## config.mk

```make
export PLATFORM = sky130hd
export DESIGN_NAME = instruction_fetcher
export DESIGN_NICKNAME = d
export VERILOG_FILES = /design/src/rtl/instruction_fetcher_pkg.sv /design/src/rtl/instruction_fetcher_icache_array.sv /design/src/rtl/instruction_fetcher.sv
export SDC_FILE = /design/constraint.sdc
export NUM_CORES = 2
export LEC_CHECK = 0
export CAP_MARGIN = 40
export CORE_MARGIN = 3
export CORE_UTILIZATION = 43
export DETAILED_ROUTE_END_ITERATION = 8
export DONT_BUFFER_PORTS = 1
export GPL_ROUTABILITY_DRIVEN = 0
export PLACE_DENSITY = 0.64
export SYNTH_ARGS = -nofsm -noshare
export SYNTH_HDL_FRONTEND = slang
export SYNTH_SLANG_ARGS = --single-unit
export TNS_END_PERCENT = 1
```

## constraint.sdc

```tcl
create_clock -name clk_in -period 10.91 [get_ports clk_in]
set_input_delay 1.091 -clock clk_in [delete_from_list [all_inputs] [get_ports clk_in]]
set_output_delay 1.091 -clock clk_in [all_outputs]
set_load 0.005 [all_outputs]
```

## src/rtl/instruction_fetcher_pkg.sv

```systemverilog
// Shared types and constants for the instruction fetcher and its cache.
package instruction_fetcher_pkg;

  localparam int ICACHE_INDEX_BITS = 6;
  localparam int IF_ADDR_RANGE     = 17;

  // Fetch FSM: lookup, or a miss outstanding at the memory controller.
  typedef enum logic {
    S_IDLE = 1'b0,
    S_WAIT = 1'b1
  } if_state_e;

  // One delivered instruction as presented to the instruction queue.
  typedef struct packed {
    logic [31:0] inst;
    logic [31:0] pc;
  } iq_entry_t;

  // Sequential successor; wraps modulo 2**32.
  function automatic logic [31:0] pc_next(input logic [31:0] pc);
    return pc + 32'd4;
  endfunction

endpackage

```

## src/rtl/instruction_fetcher_icache_array.sv

```systemverilog
// Direct-mapped, one-word-per-line instruction cache storage.
// Combinational lookup, single synchronous write port, synchronous valid clear.
import instruction_fetcher_pkg::*;

module icache_array #(
  parameter int ADDR_WIDTH = IF_ADDR_RANGE,
  parameter int INDEX_BITS = ICACHE_INDEX_BITS
) (
  input  logic                  clk_i,
  input  logic                  rst_ni,
  input  logic [ADDR_WIDTH-1:2] raddr_i,
  output logic                  hit_o,
  output logic [31:0]           rdata_o,
  input  logic                  we_i,
  input  logic [ADDR_WIDTH-1:2] waddr_i,
  input  logic [31:0]           wdata_i
);

  localparam int LINES = 2 ** INDEX_BITS;
  localparam int TAG_W = ADDR_WIDTH - 2 - INDEX_BITS;

  logic [LINES-1:0]  valid_q;
  logic [TAG_W-1:0]  tag_q  [LINES];
  logic [31:0]       data_q [LINES];

  logic [INDEX_BITS-1:0] ridx, widx;
  logic [TAG_W-1:0]      rtag, wtag;

  assign ridx = raddr_i[INDEX_BITS+1:2];
  assign rtag = raddr_i[ADDR_WIDTH-1:INDEX_BITS+2];
  assign widx = waddr_i[INDEX_BITS+1:2];
  assign wtag = waddr_i[ADDR_WIDTH-1:INDEX_BITS+2];

  assign hit_o   = valid_q[ridx] && (tag_q[ridx] == rtag);
  assign rdata_o = data_q[ridx];

  // Valid bits: cleared by reset, set by a refill.
  always_ff @(posedge clk_i) begin
    if (!rst_ni) begin
      valid_q <= '0;
    end else if (we_i) begin
      valid_q[widx] <= 1'b1;
    end
  end

  // Tag/data storage needs no reset; a refill overwrites whatever was there.
  always_ff @(posedge clk_i) begin
    if (we_i) begin
      tag_q[widx]  <= wtag;
      data_q[widx] <= wdata_i;
    end
  end

endmodule

```

## src/rtl/instruction_fetcher.sv

```systemverilog
// Instruction fetcher: owns the PC, looks it up in a direct-mapped icache,
// delivers one instruction per cycle on hits and refills from the memory
// controller on misses. A ROB clear redirects the PC at any time; an
// outstanding fetch still completes and fills its line but is never delivered.
import instruction_fetcher_pkg::*;

module instruction_fetcher #(
  parameter int          ADDR_WIDTH = IF_ADDR_RANGE,
  parameter int          INDEX_BITS = ICACHE_INDEX_BITS,
  parameter logic [31:0] RESET_PC   = 32'h0
) (
  input  logic        clk_in,
  input  logic        rst_in,
  input  logic        rdy_in,
  output logic        mc_fetch_start,
  output logic [31:0] mc_pc,
  input  logic        mc_finish_fetch,
  input  logic [31:0] mc_instruction,
  input  logic        iq_full,
  output logic        iq_valid,
  output logic [31:0] iq_inst,
  output logic [31:0] iq_pc,
  input  logic        rob_clear,
  input  logic [31:0] rob_clear_pc
);

  if_state_e   state_q;
  logic [31:0] pc_q;
  logic [31:0] req_pc_q;
  logic        discard_q;
  logic        iq_valid_q;
  iq_entry_t   iq_q;

  logic        hit;
  logic [31:0] rdata;
  logic        refill_we;

  // Refill lands whenever the controller finishes, even under a ROB clear:
  // the address was correct, only the delivery is dropped.
  assign refill_we = rst_in && rdy_in && (state_q == S_WAIT) && mc_finish_fetch;

  icache_array #(
    .ADDR_WIDTH (ADDR_WIDTH),
    .INDEX_BITS (INDEX_BITS)
  ) u_icache (
    .clk_i   (clk_in),
    .rst_ni  (rst_in),
    .raddr_i (pc_q[ADDR_WIDTH-1:2]),
    .hit_o   (hit),
    .rdata_o (rdata),
    .we_i    (refill_we),
    .waddr_i (req_pc_q[ADDR_WIDTH-1:2]),
    .wdata_i (mc_instruction)
  );

  // Request stays up until the finish pulse so a busy controller sees it later.
  assign mc_fetch_start = (state_q == S_WAIT) && !mc_finish_fetch;
  assign mc_pc          = req_pc_q;

  assign iq_valid = iq_valid_q;
  assign iq_inst  = iq_q.inst;
  assign iq_pc    = iq_q.pc;

  // PC, fetch FSM, discard flag and registered queue outputs; frozen while !rdy_in.
  always_ff @(posedge clk_in) begin
    if (!rst_in) begin
      pc_q       <= RESET_PC;
      req_pc_q   <= 32'h0;
      state_q    <= S_IDLE;
      discard_q  <= 1'b0;
      iq_valid_q <= 1'b0;
      iq_q       <= '0;
    end else if (rdy_in) begin
      iq_valid_q <= 1'b0;
      if (rob_clear) begin
        pc_q <= rob_clear_pc;
        if (state_q == S_WAIT) begin
          if (mc_finish_fetch) begin
            state_q   <= S_IDLE;
            discard_q <= 1'b0;
          end else begin
            discard_q <= 1'b1;
          end
        end
      end else begin
        case (state_q)
          S_IDLE: begin
            if (!hit) begin
              // Misses go out regardless of queue space.
              req_pc_q <= {pc_q[31:2], 2'b00};
              state_q  <= S_WAIT;
            end else if (!iq_full) begin
              iq_valid_q <= 1'b1;
              iq_q.inst  <= rdata;
              iq_q.pc    <= pc_q;
              pc_q       <= pc_next(pc_q);
            end
          end
          S_WAIT: begin
            // Refill only fills the line; the next lookup delivers it.
            if (mc_finish_fetch) begin
              state_q   <= S_IDLE;
              discard_q <= 1'b0;
            end
          end
        endcase
      end
    end
  end

  // A discarded fetch is by construction still outstanding.
  a_discard_only_waiting: assert property (
    @(posedge clk_in) disable iff (!rst_in) discard_q |-> (state_q == S_WAIT)
  );

endmodule

```

Word level (Yosys, flattened, before mapping)

Memories as Yosys holds them, arrays and structs flattened. A register that Yosys moved wholly into a read port is not among the register bits.
Index checks and enable logic that the tools add are counted.

$add $sub $neg: 1
Multipliers: 0
Div/mod/pow operators: 0
Magnitude comparators: 3
Eq/ne operators: 3
Shift operators: 0
Muxes and demuxes: 21
Bitwise operators: 5
Reduce and logical (&&, ||, !) cells: 12

Operator list:

| operator                                                          | count |
|---|---|
| 2-to-1 mux 32 bit                                                 | 4 |
| bitwise OR 64 bit                                                 | 1 |
| adder 32 x 3 -> 32 bit, second input constant                     | 1 |
| less-than comparator 6 x 7 -> 1 bit, second input constant        | 2 |
| 2-to-1 mux 1 bit                                                  | 12 |
| 2-to-1 mux 6 bit                                                  | 2 |
| equality test 9 bit                                               | 1 |
| AND reduction 4 bit                                               | 2 |
| binary-select mux 1 bit (select 6 bit)                            | 1 |
| demux 1 bit (select 6 bit)                                        | 1 |
| greater-or-equal comparator 6 x 1 -> 1 bit, second input constant | 1 |
| logical AND 1 bit                                                 | 6 |
| AND reduction 5 bit                                               | 1 |
| NOT 1 bit                                                         | 4 |
| zero test 1 bit                                                   | 2 |
| inequality test 2 x 1 -> 1 bit, second input constant             | 1 |
| inequality test 2 bit, second input constant                      | 1 |
| one-hot mux 1 bit (2 select lines)                                | 1 |
| nonzero test 2 bit                                                | 1 |

Flip-flop bits (word level): 160
Latch bits: 0
Bits in writable memories: 2624
ROM bits: 0
Output and inout bits: 98
Logic and storage cells: 53
Memories kept: 2

Memories:

| name            | words | bits a word | rd ports | clocked after memory_dff | write ports | line                                   | text |
|---|---|---|---|---|---|---|---|
| u_icache.data_q | 64    | 32          | 1        | 1                        | 1           | instruction_fetcher_icache_array.sv:24 | `logic [31:0] data_q [LINES];` |
| u_icache.tag_q  | 64    | 9           | 1        | 1                        | 1           | instruction_fetcher_icache_array.sv:23 | `logic [TAG_W-1:0] tag_q [LINES];` |

Logic depth before layout (Yosys ltp)

Depth after elaboration: 8
Depth in mapped cells: 18
Gate-level depth less buffers: 11

Cells and area by module

From an unflattened synthesis, not the netlist that was laid out.

Cell total of the unflattened synthesis: 4910
Area, all modules: 107817.2 um2

Modules (own cells, without submodules):

| module              | instances | cells each | area an instance (um2) | seq. area each (um2) |
|---|---|---|---|---|
| icache_array        | 1         | 4215       | 102555.9               | 80076.8 |
| instruction_fetcher | 1         | 695        | 5261.3                 | 2562.5 |

Least setup slack after synthesis

OpenSTA, ideal clock, no wires.

Path type: input to register
From: in mc_finish_fetch
To: mem u_icache.data_q[31][0] (enable)
Library setup time: 441 ps
Arrival: 3426 ps
Required time: 10469 ps
Slack: 7043 ps
Stages on the path: 4
Cells stage by stage: nand4_1 -> nor2_1 -> nand3_1 -> nor2_1

Cells in the longest elaborated chain, start to end: 3

RTL lines:

| item                                   | line                                   | text |
|---|---|---|
| start: declaration                     | instruction_fetcher.sv:17              | `input logic mc_finish_fetch,` |
| logical AND 1 bit                      | instruction_fetcher.sv:40              | `assign refill_we = rst_in && rdy_in && (state_q == S_WAIT) && mc_finish_fetch;` |
| 2-to-1 mux 1 bit                       | instruction_fetcher_icache_array.sv:48 | `if (we_i) begin` |
| 2-to-1 mux 1 bit (not written as such) | instruction_fetcher_icache_array.sv:50 | `data_q[widx] <= wdata_i;` |
| end: declaration                       | instruction_fetcher_icache_array.sv:24 |  |

Every way passes these cells.

==> results.yml <==
status:
  status: "finished clean"
sta:
  worstMarginPinSlew_ns: 1.07
  final.setup_skew_ns: 0.0747
  hold_viol: 0
  min_period_ns: 5.95
  final-setup-viol-count: 0
  finalMaxSlewViolations: 0
  relSlewSlack_pct: 28.7
  fmax_ghz: 0.168
  rsz0062_at_grt: "false"
  setup-tns-final_ns: 0
  min_period_over_period_pct: 54.5
power_and_ir_drop:
  power.density_mw_per_mm2: 181
  p_leak_nw: 36.7
  irDropWorstVdd_uv: 211
  switchingPower_mw: 4.52
  p_comb_share_pct: 3.9
  intPower_mw: 17.8
  pwr-share-seq_pct: 53.0
  clkPwrFrac_pct: 43.1
  swShare_pct: 20.2
global_route:
  grt_pass1_vias: 52900
  grt_busiest_layer: "met2"
  grt-ovfl-total: 0
  grt_use_met1_pct: 32.9
  grt_pass1_wl_mm: 422
  antenna_found_initial: 6
  grt_util_met3_pct: 5.59
  met2_usage_pct: 35.7
  grt_max_degree: 144
  track_usage_pct: 23.2
final_layout:
  syn2layout_area_growth_pct: 13.4
  multi_input_area_mm2: 0.0248
  final_core_util_pct: 49.3
  final_common_cell: "edfxtp_1"
  final_cell_mix: "edfxtp_1 (2,624), mux4_2 (791), clkbuf_16 (299), nor2_1 (234), dfxtp_1 (181)"
  fill_cells: 19800
  nNetsFinal: 5220
  seq_area_mm2: 0.0828
  drive_above_1_share_pct: 27.9
cts:
  cts.reportedPaths.clkPinSlew_ns: 0.06
  holdBufCountCts: 0
  cts.path.max_buffers: 4
  post_cts_resized: 0
  cts_tree: "done"
  cts_setup_buffers: 0
  clockRootBuffer: "clkbuf_16"
  numClockSinks: 2822
  cts_buffers: 295
  worstSkewPairLatency_ns: 0.93
  cts.htree.levels: 5
floorplan:
  die_x_um: 509
  coreArea_mm2: 0.250
  initial_core_util_pct: 43.5
  num_rows: 183
  die_h_um: 509
  die_area_mm2: 0.259
  io_pins: 168
routing:
  wl_per_cell_um: 34.9
  ant_nets: 0
  route.detailed.drc: 0
  drt_first_pass_iters: 6
  post_drt_via_cell_ratio: 6.28
  finalWirelength_mm: 303
  initialDrtViolationCount: 7864
  vias: 54500
logic_synthesis:
  synth-xor-area-share_pct: 0.113
  synth_top_area_cell: "edfxtp_1"
  yosys-top-cells-area: "edfxtp_1 (73%), mux4_2 (16%), dfxtp_1 (3.6%)"
  synth_enable_flop_cells: 2624
  synth_top_area_share_pct: 72.5
  yosysWarnings: 0
  synthFlopType: "edfxtp_1"
  synth_adder_area_share_pct: 0.0115
  synth_compound_area_share_pct: 1.57
  ys_ff_latch: 2822
  synth.distinct_cells: 85
  synthCells: 4947
  synth_area_per_cell_um2: 22.0
  synth_top_family_by_area: "multiplexers"
  ys_seq_area_share_pct: 76.2
  synthArstFlopShare_pct: 0
  netlist_area_mm2: 0.109
  synth_simple_gate_area_share_pct: 2.58
  synth_mux_area_share_pct: 18.0
placement:
  io_buffers: 0
  dp_hpwl_mm: 173
setup_path:
  path_buf_inv: 2
  end_kind: "flop"
  cp_max_fo: 52
  cp_common_cell: "buf_4"
  required_ns: 11.75
  crit_family: "simple AND/OR/NAND/NOR gates"
  crit_slowest_cell: "dfxtp_4"
  start_kind: "flop"
  cpPeakStageDelay_ns: 0.91
  criticalPathCategory: "reg -> reg"
  crit_arrival_ns: 6.79
  worstPathCellList: "buf_4 -> mux4_2 -> nor2b_1 -> a2111oi_0 -> nor4b_1 -> and3b_1 -> nor4_1 -> and4_1 -> nand4_4 -> buf_4 -> or3_1 -> a31oi_1"
run:
  cap_violations: 0
worst_hold_path:
  worstHoldPathType: "in -> reg"
==> layer usage <==
metal / wire (um) / part of all wire [%]
met5: 0 / 0
met4: 10700 / 3.5
met1: 118000 / 39
met2: 142000 / 47
met3: 32800 / 11
==> state kept, by name, summed over array words and instances, names as in the netlist, named ones only <==
| name | cells |
|---|---|
| iq_inst | 32 |
| iq_pc | 32 |
| iq_valid | 1 |
| mc_pc | 30 |
| pc_q | 32 |
| state_q | 1 |
| u_icache.data_q | 2048 |
| u_icache.tag_q | 576 |
| u_icache.valid_q | 64 |
==> per-stage QoR <==
stage               power (mW)  cell area (um2)  hold slack, ns  std cells  setup WS (ns)
floorplan                 12.7           109000           0.435       4948           7.04
global placement          12.9           113000           0.442       8124           4.79
detailed placement        13.0           114000           0.456       8182           5.01
CTS                       22.5           123000           0.187       8679           4.96
global route              22.9           123000           0.206       8679           4.75
finish                    22.3           123000           0.257       8682           4.96
==> cell usage after synthesis (7+ instances only) <==
cell,number
nor4_1,10
nand4_1,8
nor2_1,299
a31oi_1,24
buf_12,7
edfxtp_1,2624
and3_1,16
mux2i_1,139
and2_1,7
nand3b_1,12
inv_1,8
a22oi_1,24
mux4_2,791
a211oi_1,10
mux4_1,13
a2bb2oi_1,9
xor2_1,10
o21ai_0,31
buf_4,21
nand3_1,72
a21oi_1,63
or3_1,23
o22ai_1,20
nor2b_1,12
buf_1,59
buf_2,32
clkbuf_1,136
buf_6,27
nor3_1,11
dfxtp_1,198
nand2_1,105
==> final cells by class <==
| class | instances | area share, % |
|---|---|---|
| multi-input combinational | 1820 | 20.1 |
| timing repair buffer | 197 | 1.97 |
| clock inverter | 131 | 1.04 |
| inverter | 13 | 0.0447 |
| antenna | 3 | 0.00609 |
| clock buffer | 366 | 6.31 |
| sequential | 2822 | 67.2 |
| tap | 3330 | 3.38 |
==> cell families after synthesis <==
family                     count (synthesis)
DFF                                     2822
muxes                                    948
and+or+nand+nor                          608
buffers and inverters                    306
AOI/OAI and AO/OA                        247
xor gates and xnor gates                  14
adders and majority gates                  1
other                                      1
==> power by group through the flow <==
stage                     combinational (mW)  sequential, mW  clock (mW)
final                                  0.869            11.8        9.62
after global routing                   0.910            11.8        10.2
after CTS                              0.878            11.8        9.76
after detailed placement               0.874            12.1           0
after global placement                 0.834            12.1           0
after floorplan                        0.645            12.1           0
==> final timing paths <==
kind	startpoint	endpoint	slack, ns	depth (start not counted)
max	flop	pc_q[25]	4.96	12
min	mc_instruction[20]	u_icache.data_q[9][20]	0.26	0
max reg2reg	flop	pc_q[25]	4.96	12
min reg2reg	u_icache.valid_q[56]	u_icache.valid_q[56]	0.47	2
Note: power is estimated with default switching activity, not from simulation.
